### config.mk
export PLATFORM = sky130hd
export DESIGN_NAME = dbus_arbiter
export DESIGN_NICKNAME = d
export VERILOG_FILES = /design/src/rtl/dbus_arbiter_pkg.sv /design/src/rtl/dbus_arbiter_rr_arb2.sv /design/src/rtl/dbus_arbiter.sv
export SDC_FILE = /design/constraint.sdc
export NUM_CORES = 1
export LEC_CHECK = 0
export ABC_AREA = 0
export CELL_PAD_IN_SITES_DETAIL_PLACEMENT = 1
export CELL_PAD_IN_SITES_GLOBAL_PLACEMENT = 1
export CORE_UTILIZATION = 27
export DETAILED_ROUTE_END_ITERATION = 8
export PLACE_DENSITY = 0.73
export SLEW_MARGIN = 0
export SYNTH_ARGS = -nofsm -noshare
export SYNTH_HDL_FRONTEND = slang
export SYNTH_HIERARCHICAL = 1
export SYNTH_SLANG_ARGS = --single-unit
export TNS_END_PERCENT = 30
### constraint.sdc
create_clock -name clk -period 2.07 [get_ports clk]
set_input_delay 0.3105 -clock clk [delete_from_list [all_inputs] [get_ports clk]]
set_output_delay 0.3105 -clock clk [all_outputs]
set_load 0.05 [all_outputs]
### src/rtl/dbus_arbiter_pkg.sv
// Shared definitions for the two-master data-bus arbiter: FSM encodings,
// master IDs, bus widths and the per-master request bundle.
package dbus_arbiter_pkg;

  localparam logic [1:0] ST_IDLE = 2'd0;
  localparam logic [1:0] ST_ADDR = 2'd1;
  localparam logic [1:0] ST_WAIT = 2'd2;
  localparam logic [1:0] ST_RESP = 2'd3;

  localparam logic M_CPU = 1'b0;
  localparam logic M_AUX = 1'b1;

  localparam int ADDR_W = 32;
  localparam int DATA_W = 32;
  localparam int BE_W   = 4;

  typedef struct packed {
    logic              we;
    logic              lock;
    logic [ADDR_W-1:0] addr;
    logic [BE_W-1:0]   be;
    logic [DATA_W-1:0] wdata;
  } bus_req_t;

  function automatic bus_req_t pick_req(input logic sel, input bus_req_t r0, input bus_req_t r1);
    return sel ? r1 : r0;
  endfunction

endpackage

### src/rtl/dbus_arbiter_rr_arb2.sv
// Combinational two-way picker: a lone requester wins; on a tie the last
// winner keeps the bus while its lock hold is active, otherwise the other one.
module rr_arb2
  import dbus_arbiter_pkg::*;
(
  input  logic [1:0] req,
  input  logic       rr_last,
  input  logic       lock_hold,
  output logic       win,
  output logic       valid
);

  always_comb begin
    valid = |req;
    win   = M_CPU;
    case (req)
      2'b01:   win = M_CPU;
      2'b10:   win = M_AUX;
      2'b11:   win = lock_hold ? rr_last : ~rr_last;
      default: win = M_CPU;
    endcase
  end

endmodule

### src/rtl/dbus_arbiter.sv
// Two-master data-bus arbiter: picks one master per transaction, drives
// registered slave strobes, and returns a done pulse with read data.
module dbus_arbiter
  import dbus_arbiter_pkg::*;
#(
  parameter int RD_LAT   = 1,
  parameter int MAX_LOCK = 4
) (
  input  logic              clk,
  input  logic              reset_n,
  input  logic              m0_req,
  input  logic              m0_lock,
  input  logic              m0_we,
  input  logic [ADDR_W-1:0] m0_addr,
  input  logic [BE_W-1:0]   m0_be,
  input  logic [DATA_W-1:0] m0_wdata,
  output logic              m0_gnt,
  output logic              m0_done,
  output logic [DATA_W-1:0] m0_rdata,
  input  logic              m1_req,
  input  logic              m1_lock,
  input  logic              m1_we,
  input  logic [ADDR_W-1:0] m1_addr,
  input  logic [BE_W-1:0]   m1_be,
  input  logic [DATA_W-1:0] m1_wdata,
  output logic              m1_gnt,
  output logic              m1_done,
  output logic [DATA_W-1:0] m1_rdata,
  output logic [ADDR_W-1:0] s_addr,
  output logic [BE_W-1:0]   s_be,
  output logic [DATA_W-1:0] s_wdata,
  output logic              s_we,
  output logic              s_re,
  input  logic [DATA_W-1:0] s_rdata,
  output logic              owner,
  output logic              busy,
  output logic [1:0]        dbg_state
);

  localparam logic [1:0] LAT_LAST = 2'(RD_LAT - 1);
  localparam logic [3:0] LOCK_MAX = 4'(MAX_LOCK);

  logic [1:0] state;
  logic       rr_last;
  logic       last_lock;
  logic [3:0] lock_cnt;
  logic [1:0] lat_cnt;

  bus_req_t r0;
  bus_req_t r1;
  bus_req_t sel;
  logic     win;
  logic     win_valid;
  logic     lock_hold;
  logic     other_req;

  assign r0 = {m0_we, m0_lock, m0_addr, m0_be, m0_wdata};
  assign r1 = {m1_we, m1_lock, m1_addr, m1_be, m1_wdata};

  // rr_last always equals the previous owner after the first grant, so the
  // picker can use it as "who holds the lock" on a tie.
  assign lock_hold = last_lock && (lock_cnt < LOCK_MAX);

  rr_arb2 u_pick (
    .req       ({m1_req, m0_req}),
    .rr_last   (rr_last),
    .lock_hold (lock_hold),
    .win       (win),
    .valid     (win_valid)
  );

  assign sel       = pick_req(win, r0, r1);
  assign other_req = (win == M_AUX) ? m0_req : m1_req;

  assign m0_gnt    = (state == ST_ADDR) && (owner == M_CPU);
  assign m1_gnt    = (state == ST_ADDR) && (owner == M_AUX);
  assign m0_done   = (state == ST_RESP) && (owner == M_CPU);
  assign m1_done   = (state == ST_RESP) && (owner == M_AUX);
  assign busy      = (state != ST_IDLE);
  assign dbg_state = state;

  // Lock streak: only grants won against a waiting competitor count.
  always_ff @(posedge clk or negedge reset_n) begin
    if (!reset_n) begin
      lock_cnt  <= 4'd0;
      last_lock <= 1'b0;
    end else if (state == ST_IDLE && win_valid) begin
      last_lock <= sel.lock;
      if (win != owner || !sel.lock) begin
        lock_cnt <= 4'd0;
      end else if (other_req && last_lock && lock_cnt < LOCK_MAX) begin
        lock_cnt <= lock_cnt + 4'd1;
      end
    end
  end

  always_ff @(posedge clk or negedge reset_n) begin
    if (!reset_n) begin
      state    <= ST_IDLE;
      owner    <= M_CPU;
      rr_last  <= M_AUX;
      lat_cnt  <= 2'd0;
      s_addr   <= '0;
      s_be     <= '0;
      s_wdata  <= '0;
      s_we     <= 1'b0;
      s_re     <= 1'b0;
      m0_rdata <= '0;
      m1_rdata <= '0;
    end else begin
      case (state)
        ST_IDLE: begin
          if (win_valid) begin
            s_addr  <= sel.addr;
            s_be    <= sel.be;
            s_wdata <= sel.wdata;
            s_we    <= sel.we;
            s_re    <= ~sel.we;
            owner   <= win;
            rr_last <= win;
            state   <= ST_ADDR;
          end
        end
        ST_ADDR: begin
          s_we <= 1'b0;
          if (s_re) begin
            lat_cnt <= LAT_LAST;
            state   <= ST_WAIT;
          end else begin
            state <= ST_RESP;
          end
        end
        ST_WAIT: begin
          if (lat_cnt == 2'd0) begin
            s_re <= 1'b0;
            if (owner == M_AUX) m1_rdata <= s_rdata;
            else                m0_rdata <= s_rdata;
            state <= ST_RESP;
          end else begin
            lat_cnt <= lat_cnt - 2'd1;
          end
        end
        ST_RESP: begin
          state <= ST_IDLE;
        end
        default: begin
          state <= ST_IDLE;
        end
      endcase
    end
  end

endmodule

== Yosys cells after proc, flatten, opt, wreduce, memory -nomap -nowiden ==
Index checks and enable logic that the tools add are counted.
Widths: inputs -> output; s select.
Cells by class
  mux-type cells: 18
  reductions and logical operators: 26
  equal/unequal tests: 10
  $lt $le $gt $ge: 1
  bitwise logic cells: 3
  add/sub/neg operators: 2
Operators with widths (number)
  $mux 70: 1
  $reduce_and 3->1: 4
  $reduce_bool 2->1: 5
  $eq 2x2->1 const B: 4
  $logic_and 1x1->1: 8
  $mux 2: 4
  $mux 4: 2
  $ne 2x2->1 const B: 4
  $pmux 2 s4: 1
  $reduce_and 2->1: 4
  $mux 1: 6
  $pmux 1 s2: 3
  $add 4x1->4 const B: 1
  $logic_not 2->1: 2
  $lt 4x3->1 const B: 1
  $pmux 2 s2: 1
  $not 1->1: 3
  $eq 2x1->1 const B: 1
  $reduce_or 2->1: 1
  $sub 2x1->2 const B: 1
  $logic_not 1->1: 1
  $logic_or 1x1->1: 1
  $ne 1x1->1: 1
Word-level totals
  register bits after elaboration: 145
  bits of input ports: 176

== Longest topological paths before layout ==
Gate-level depths: netlist of run 1.
  word-level depth: 9
  depth in mapped cells: 8

== Modules after synthesis ==
Netlist of run 1, hierarchy kept.
By module, submodules not included
  dbus_arbiter: area each 6259.8 µm², times used 1, cells each 517, seq. area each 3629.7 µm²
  rr_arb2: area each 22.5 µm², times used 1, cells each 3, seq. area each 0.0 µm²

== Worst setup path after synthesis of run 1 ==
OpenSTA, ideal clock, no wires.
  path type: register -> register
  from: register lock_cnt[2]
  to: register lock_cnt[2]
  path buffers: 1
  path slack: -20 ps
  arrival: 1952 ps
  period minus slack after synthesis: 2090 ps
  stages on the path, launching flop included: 9
  data required time: 1932 ps
  library setup time: 138 ps
  cell sequence: dfrtp_1 or3b_4 inv_1 xor2_1 a21boi_1 buf_2 mux2_2 a41oi_1 nor2_1
On the way
  longest elaborated chain between the ends: 9
RTL lines
  start, declared: line dbus_arbiter.sv:46  | logic [3:0] lock_cnt;
  start signal, assigned: line dbus_arbiter.sv:92  | lock_cnt <= lock_cnt + 4'd1;
  $lt 4x3->1 (*): line dbus_arbiter.sv:62  | assign lock_hold = last_lock && (lock_cnt < LOCK_MAX);
  $logic_and 1x1->1 (*): line dbus_arbiter.sv:62
  via lock_hold: line dbus_arbiter.sv:54  | logic lock_hold;
  $mux 1 (*): line dbus_arbiter_rr_arb2.sv:19  | 2'b11: win = lock_hold ? rr_last : ~rr_last;
  $pmux 1 s2 (*): line dbus_arbiter_rr_arb2.sv:16  | case (req)
  via win: line dbus_arbiter.sv:52  | logic win;
  $mux 70 or $mux 1 (tied branches): line dbus_arbiter_pkg.sv:26, dbus_arbiter.sv:73
  $logic_not 1->1 or $logic_and 1x1->1 (tied branches): line dbus_arbiter.sv:89, dbus_arbiter.sv:91
  $logic_or 1x1->1 or $logic_and 1x1->1 (tied branches): line dbus_arbiter.sv:89, dbus_arbiter.sv:91
  $reduce_bool 2->1 (no line)
  $reduce_and 2->1 (no line)
Mark *: on every way through the listed nets, which the timed path passes. The rest lies on a longest branch. The select of a mux whose other input is x is not followed.
A chain may end at the register's enable or synchronous reset.

== Final worst setup path of run 1 ==
  from: register lock_cnt[2]
  to: register lock_cnt[0]
Same word-level chain as after synthesis.

==> reports/qor.csv, run 1 <==
stage,metric,value,unit
outcome,status,"complete, but fails checks",
outcome,violations,negative setup slack,
yosys,synth-seq-area-share,57.8,%
die,die_area,0.0239,mm2
global_routing,grt_pass1_vias,5587,
route,num_vias,5200,
global_routing,grt_pass1_wl,31.2,mm
die,start_util,27.7,%
yosys,ys_seq_elements,145,
critical_path,cp-start-kind,flop,
clocking,worstSkewPairLatency,0.42,ns
clocking,clock-sinks,145,
critical_path,cp_max_fo,5,
timing,tightestPinTransition,0.587,ns
critical_path,critPathBufInv,2,
pwr,power,0.0198,W
pwr,ir_worst_vdd,625,uV
critical_path,path_cells,"or3b_4, inv_4, xor2_4, a21boi_4, buf_12, mux2i_1, or4_1, a21oi_1",
critical_path,critical_path_class,flop to flop,
yosys,syn_avg_cell_area,12.1,um2
timing,skew,0.0108,ns
yosys,synth_cell_types,34,
die,ioPinCount,318,
yosys,syn_inst,520,
critical_path,crit_path_max_incr_delay,0.43,ns
yosys,yosysTopAreaCell,dfrtp_1,
yosys,synth_fp_nets,703,
placement,dpl_cell_area,0.0100,mm2
route,drcViolationCount,0,
yosys,synth_ff_type,dfrtp_1,
timing,fmax,481,MHz
yosys,yosysWarnings,6,
critical_path,critPathRequiredTime,2.41,ns
route,antenna_left,0,
critical_path,crit_slowest_cell,or3b_4,
placement,port_buffers,317,
yosys,yosys-top-cells-count,"dfrtp_1 (144), nand2_1 (77), mux2i_1 (72), o21ai_0 (72), mux2_2 (66)",
route,routed_via_density,4.47,
route,drtIter0Drc,116,
yosys,synthTopCellsByArea,"dfrtp_1 (57%), mux2_2 (12%), mux2i_1 (11%)",
timing,period_minus_slack,2.08,ns
die,dieWidth,155,um
timing,hold_viol,0,
timing,tns,-0.00846,ns
cells_and_area,final_util,47.7,%
die,fp.dieH,155,um
global_routing,gr-usage-all-layers,17.1,%
worst_hold_path,hold_path.class,primary input to async pin,
timing,worst_slew_margin_rel,60.7,%
cells_and_area,drive_above_1_share,19.8,%
pwr,p_per_area,1830,mW/mm2
cells_and_area,stdcell_area,0.0108,mm2
route,routed_wire_length_per_instance,17.1,um
timing,setup_violations,1,
global_routing,antenna_found_initial,0,
cells_and_area,final_cell_count_no_fill,1163,
die,core-area,0.0227,mm2
clocking,cts_root_buffer,clkbuf_16,
yosys,syn_area,0.00628,mm2
clocking,cts_tree,yes,
clocking,clkTransAtPathRegs,0.06,ns
cells_and_area,nets,1048,
critical_path,worstPathArrival,2.42,ns
placement,gp_congestion,0.707,
placement,dp.cells,1121,
critical_path,crit_family,simple AND/OR/NAND/NOR gates,
critical_path,end_kind,flop,
yosys,synth_edf_count,0,
pwr,p_leak,4.64,nW
global_routing,grt-ovfl-total,0,
yosys,yosys.area.top_type_share,57.4,%
flow_run,drv_cap,0,
clocking,h-tree-depth,4,
clocking,cts_made_buffers,17,
timing,final.period_utilization,100,%
timing,worst_slack,-0.00846,ns
die,rows,55,
placement,hpwl,14.7,mm
global_routing,grt_max_degree,74,
clocking,clock_path_buffers,2,
route,dr.pass1.iters,3,
yosys,synth_most_common_cell,dfrtp_1,
yosys,synthArstFlopShare,100,%
route,routed_wl,19.8,mm
timing,slew_viol_final,0,
timing,rsz0062_at_grt,yes,
cells_and_area,syn_to_final_growth,72.5,%
cells_and_area,diodes,0,
-- logic make-up (layout without fill, tap and decap cells) --
group	after synthesis	in the layout	synth area share (%)
buffers and inverters	38	396	2.71
AND/OR/NAND/NOR	104	104	7.17
adder cells (fa/ha/maj)	7	7	1.39
flip-flops	145	145	57.8
multiplexers	138	138	23.3
XOR/XNOR	1	1	0.139
AO/OA/AOI/OAI	87	87	7.51
-- routing by layer --
metal  share of wire (%)  up-vias  GRT usage [%]
li1                    -     2502              -
met1                  41     2460           20.3
met2                  49      225           28.9
met3                 8.8       13           6.42
met4                 1.1        0           4.95
met5                   0        -              0
-- power by group --
part,internal (W),total [W],switching (W)
Clock,0.00161,0.00295,0.00134
Sequential,0.00422,0.00497,0.000744
Combinational,0.00445,0.0119,0.00745
Total,0.0103,0.0198,0.00954
-- repair_timing --
item / 4_1_cts / 5_1_grt
pin swaps: 3 / 5
gates resized for setup: 11 / 35
hold buffers: 1 / 0
hold endpoints to repair: 11 / 0
setup buffers: 4 / 4
setup endpoints to repair: 45 / 69
gates cloned: 1 / 0
-- area by class of cell --
cell class / count / area [um2]
Multi-Input combinational cell: 337 / 2610
Tap cell: 285 / 357
Clock inverter: 14 / 119
Sequential cell: 145 / 3630
Clock buffer: 18 / 439
Timing Repair Buffer: 356 / 3640
Inverter: 8 / 32.5
Fill cell: 2458 / 11900
-- worst register-to-register path, cell delays in order (launching register included) --
cell and delay, ns:
dfrtp_1 0.38, or3b_4 0.43, inv_4 0.09, xor2_4 0.17, a21boi_4 0.08, buf_12 0.14, mux2i_1 0.14, or4_1 0.42
a21oi_1 0.15
-- layout by cell type, fill, tap and decap left out, types with 4 or more instances in the layout --
| cell type | netlist | final |
|---|---|---|
| clkdlybuf4s50_1 | 0 | 304 |
| ha_1 | 7 | 5 |
| inv_6 | 0 | 7 |
| buf_6 | 0 | 10 |
| nand2_1 | 77 | 76 |
| nor2b_1 | 7 | 5 |
| buf_12 | 0 | 11 |
| clkinvlp_4 | 0 | 4 |
| mux2_2 | 66 | 66 |
| clkbuf_16 | 0 | 17 |
| o21ai_0 | 72 | 63 |
| nor2_1 | 6 | 5 |
| mux2i_2 | 0 | 7 |
| dfrtp_1 | 144 | 144 |
| buf_4 | 0 | 27 |
| mux2i_1 | 72 | 64 |
| o21ai_1 | 0 | 9 |
| inv_1 | 8 | 7 |
-- per-stage QoR --
stage,setup WS [ns],hold WS (ns)
finish,-0.00846,0.308
global route,-0.103,0.297
CTS,-0.0312,0.296
detailed placement,-0.0285,0.155
global placement,0.0261,0.154
floorplan,0.00629,0.0149
-- path summary, 6_finish.rpt --
| check | from | endpoint | slack, ns | depth (start not counted) |
|---|---|---|---|---|
| max | lock_cnt[2] | lock_cnt[0] | -0.008 | 8 |
| min | reset_n | m1_rdata[27] | 0.31 | 2 |
| max reg2reg | lock_cnt[2] | lock_cnt[0] | -0.008 | 8 |
| min reg2reg | s_wdata[18] | s_wdata[18] | 0.48 | 2 |
| max in group asynchronous | reset_n | m1_rdata[14] | 1.09 | 3 |
| min in group clk | s_wdata[18] | s_wdata[18] | 0.48 | 2 |
-- state kept, by name, summed over array words and instances (netlist names) --
register and flops:
last_lock 1, s_addr 32, lock_cnt 4, m1_rdata 32, owner 1, s_re 1
m0_rdata 32, s_wdata 32, rr_last 1, s_we 1, s_be 4, dbg_state 2
lat_cnt 2
No activity file was read; power rests on OpenSTA's default activity.
==> run 2, diff against run 1 <==
CAP_MARGIN = 20   (was unset)
CORE_MARGIN = 3   (was unset)
==> run 2 against run 1 <==
Compared with the run above:
- the flow now finishes without violations
- non-clock buffer count fell by 13
- flip-flop and latch count did not move
- setup slack improved by 0.014 ns
- final cell count rose by 1.3%
- via count fell by 0.42%
- critical path depth rose by 1
- routed wire length rose by 0.67%
- critical path type unchanged
- critical endpoint unchanged
- highest routed layer unchanged
==> reports/qor.csv, run 2 (synthesized netlist as in run 1, its figures left out) <==
stage,metric,value,unit,change
flow_run,drv_cap,0,,unchanged
pwr,ir_worst_vdd,668,uV,+6.8%
pwr,p_leak,4.64,nW,about the same
die,die_area,0.0251,mm2,+5.2%
global_routing,grt_max_degree,84,,+14%
clocking,cts_root_buffer,clkbuf_16,,
global_routing,gr-usage-all-layers,15.2,%,-1.9 points
cells_and_area,nets,1035,,-1.2%
timing,worst_slew_margin_rel,62.0,%,+1.2 points
critical_path,crit_family,compound AO/OA/AOI/OAI gates,,
critical_path,reg2regPathDepth,9,,+1
die,start_util,27.6,%,-0.084 points
critical_path,cp_max_fo,6,,+1
placement,port_buffers,317,,unchanged
global_routing,grt_pass1_wl,29.5,mm,-5.4%
route,routed_wire_length_per_instance,17.0,um,-0.61%
pwr,p_per_area,1870,mW/mm2,+2.3%
global_routing,grt-ovfl-total,0,,unchanged
critical_path,cp-startpoint,lock_cnt[3],,
critical_path,crit_cells,9,,+1
cells_and_area,syn_to_final_growth,72.6,%,about the same
critical_path,path_cells,"or3b_4, inv_4, xor2_2, a21boi_4, buf_12, nor3b_1, a311oi_2, buf_4, a21oi_1",,
timing,setup_violations,0,,-1
clocking,cts_made_buffers,17,,unchanged
global_routing,antenna_found_initial,0,,unchanged
cells_and_area,layout_common_cells,"clkdlybuf4s50_1 (306), dfrtp_1 (144), nand2_1 (76)",,
die,dieWidth,159,um,+2.6%
timing,period_minus_slack,2.06,ns,-0.0141 ns
clocking,clock_path_buffers,2,,unchanged
route,drtIter0Drc,136,,+17%
critical_path,end_kind,flop,,
placement,gp_congestion,0.743,,+5.1%
timing,tightestPinTransition,0.569,ns,-0.0185 ns
route,dr.pass1.iters,4,,+1
cells_and_area,multiInputGateArea,0.00257,mm2,-1.7%
die,rows,55,,unchanged
placement,hpwl,15.3,mm,+3.5%
timing,final.period_utilization,99.7,%,-0.68 points
clocking,clock-sinks,145,,unchanged
clocking,worstSkewPairLatency,0.42,ns,about the same
cells_and_area,fillers,2469,,+0.45%
cells_and_area,final_util,47.6,%,-0.10 points
timing,rsz0062_at_grt,yes,,
outcome,status,"complete, no violations",,
cells_and_area,regArea,0.00363,mm2,unchanged
clocking,h-tree-depth,4,,unchanged
clocking,clkTransAtPathRegs,0.07,ns,about the same
critical_path,critPathBufInv,3,,+1
timing,slew_viol_final,0,,unchanged
critical_path,rrSetupSlack,0.006,ns,about the same
die,fp.dieH,159,um,+2.6%
timing,fmax,484,MHz,+0.68%
timing,fin_hold_ws,0.404,ns,+0.0964 ns
route,routed_via_density,4.40,,-1.7%
route,routed_wl,20.0,mm,+0.67%
critical_path,crit_slowest_cell,or3b_4,,
clocking,cts_tree,yes,,
die,core-area,0.0228,mm2,+0.30%
critical_path,cp-start-kind,flop,,
cells_and_area,layout_commonest_cell,clkdlybuf4s50_1,,
route,num_vias,5178,,-0.42%
die,ioPinCount,318,,unchanged
placement,pre_cts_ws,-0.106,ns,-0.0773 ns
timing,skew,0.00928,ns,-0.00148 ns
cells_and_area,drive_above_1_share,17.6,%,-2.2 points
route,antenna_left,0,,unchanged
critical_path,critPathRequiredTime,2.36,ns,-0.05 ns
timing,hold_viol,0,,unchanged
critical_path,worstPathArrival,2.35,ns,-0.07 ns
critical_path,reg2reg_from,lock_cnt[3],,
worst_hold_path,hold_path.class,primary input to async pin,,
cells_and_area,stdcell_area,0.0108,mm2,about the same
placement,dpl_cell_area,0.0100,mm2,+0.17%
critical_path,critical_path_class,flop to flop,,
global_routing,grt_pass1_vias,5364,,-4.0%
critical_path,crit_path_max_incr_delay,0.41,ns,-0.02 ns
cells_and_area,diodes,0,,unchanged
timing,worst_slack,0.00568,ns,+0.0141 ns
route,drcViolationCount,0,,unchanged
run 2: changes by cell type in the layout (fill, tap and decap cells not counted), sizes merged:
cell	previous run	this run
buf	50	34
clkinvlp	4	0
bufinv	0	4
clkdlybuf4s50	304	306
clkinv	1	2
run 2: through the flow:
step / total power [W] / setup TNS, ns / std cells
after global placement: 0.0165 / 0 / 1141
after global routing: 0.0214 / -1.78 / 1178
final: 0.0203 / 0 / 1178
after detailed placement: 0.0167 / -0.385 / 1141
after CTS: 0.0203 / 0 / 1174
after floorplan: 0.0123 / 0 / 520
run 2: power by group:
| part | switching, W | total (W) | internal [W] | leakage [nW] |
|---|---|---|---|---|
| clock | 0.00138 | 0.00347 | 0.00209 | 0.325 |
| sequential | 0.000742 | 0.00496 | 0.00422 | 1.76 |
| combinational | 0.00745 | 0.0119 | 0.00441 | 2.56 |
| total | 0.00957 | 0.0203 | 0.0107 | 4.64 |
run 2: final cells by class:
type	count	area share [%]
clock buffer	17	3.92
inverter	8	0.300
tap	313	3.61
multi-input combinational	337	23.7
clock inverter	15	2.18
timing repair buffer	343	32.8
sequential	145	33.5
run 2: metal layers:
| metal | share of wire, % | global-route usage [%] | wire, um | vias to the layer above |
|---|---|---|---|---|
| met5 | 0 | 0 | 0 | - |
| met4 | 0.88 | 4.26 | 175 | 0 |
| met3 | 10 | 6.36 | 2020 | 12 |
| met2 | 49 | 25.7 | 9730 | 233 |
| met1 | 40 | 17.9 | 8030 | 2459 |
| li1 | - | - | - | 2474 |
run 2: worst register-to-register path, stage by stage (launching register included):
cell	delay (ns)
dfrtp_1	0.38
or3b_4	0.41
inv_4	0.08
xor2_2	0.08
a21boi_4	0.28
buf_12	0.18
nor3b_1	0.07
a311oi_2	0.26
buf_4	0.17
a21oi_1	0.04
run 2: path summary, 6_finish.rpt:
kind                           endpoint
max reg2reg                 lock_cnt[0]
min                        m0_rdata[21]
max                         lock_cnt[0]
min reg2reg                 s_wdata[26]
min in group clk            s_wdata[26]
max in group asynchronous    s_wdata[8]
run 2: what timing repair did:
action                                  4_1_cts  5_1_grt
endpoints found under the setup margin        7       61
pin swaps                                     1        5
endpoints found under the hold margin        46        0
cloned                                        0        1
hold buffers                                  1        0
buffers inserted                              0        3
gates resized for setup                       2       62
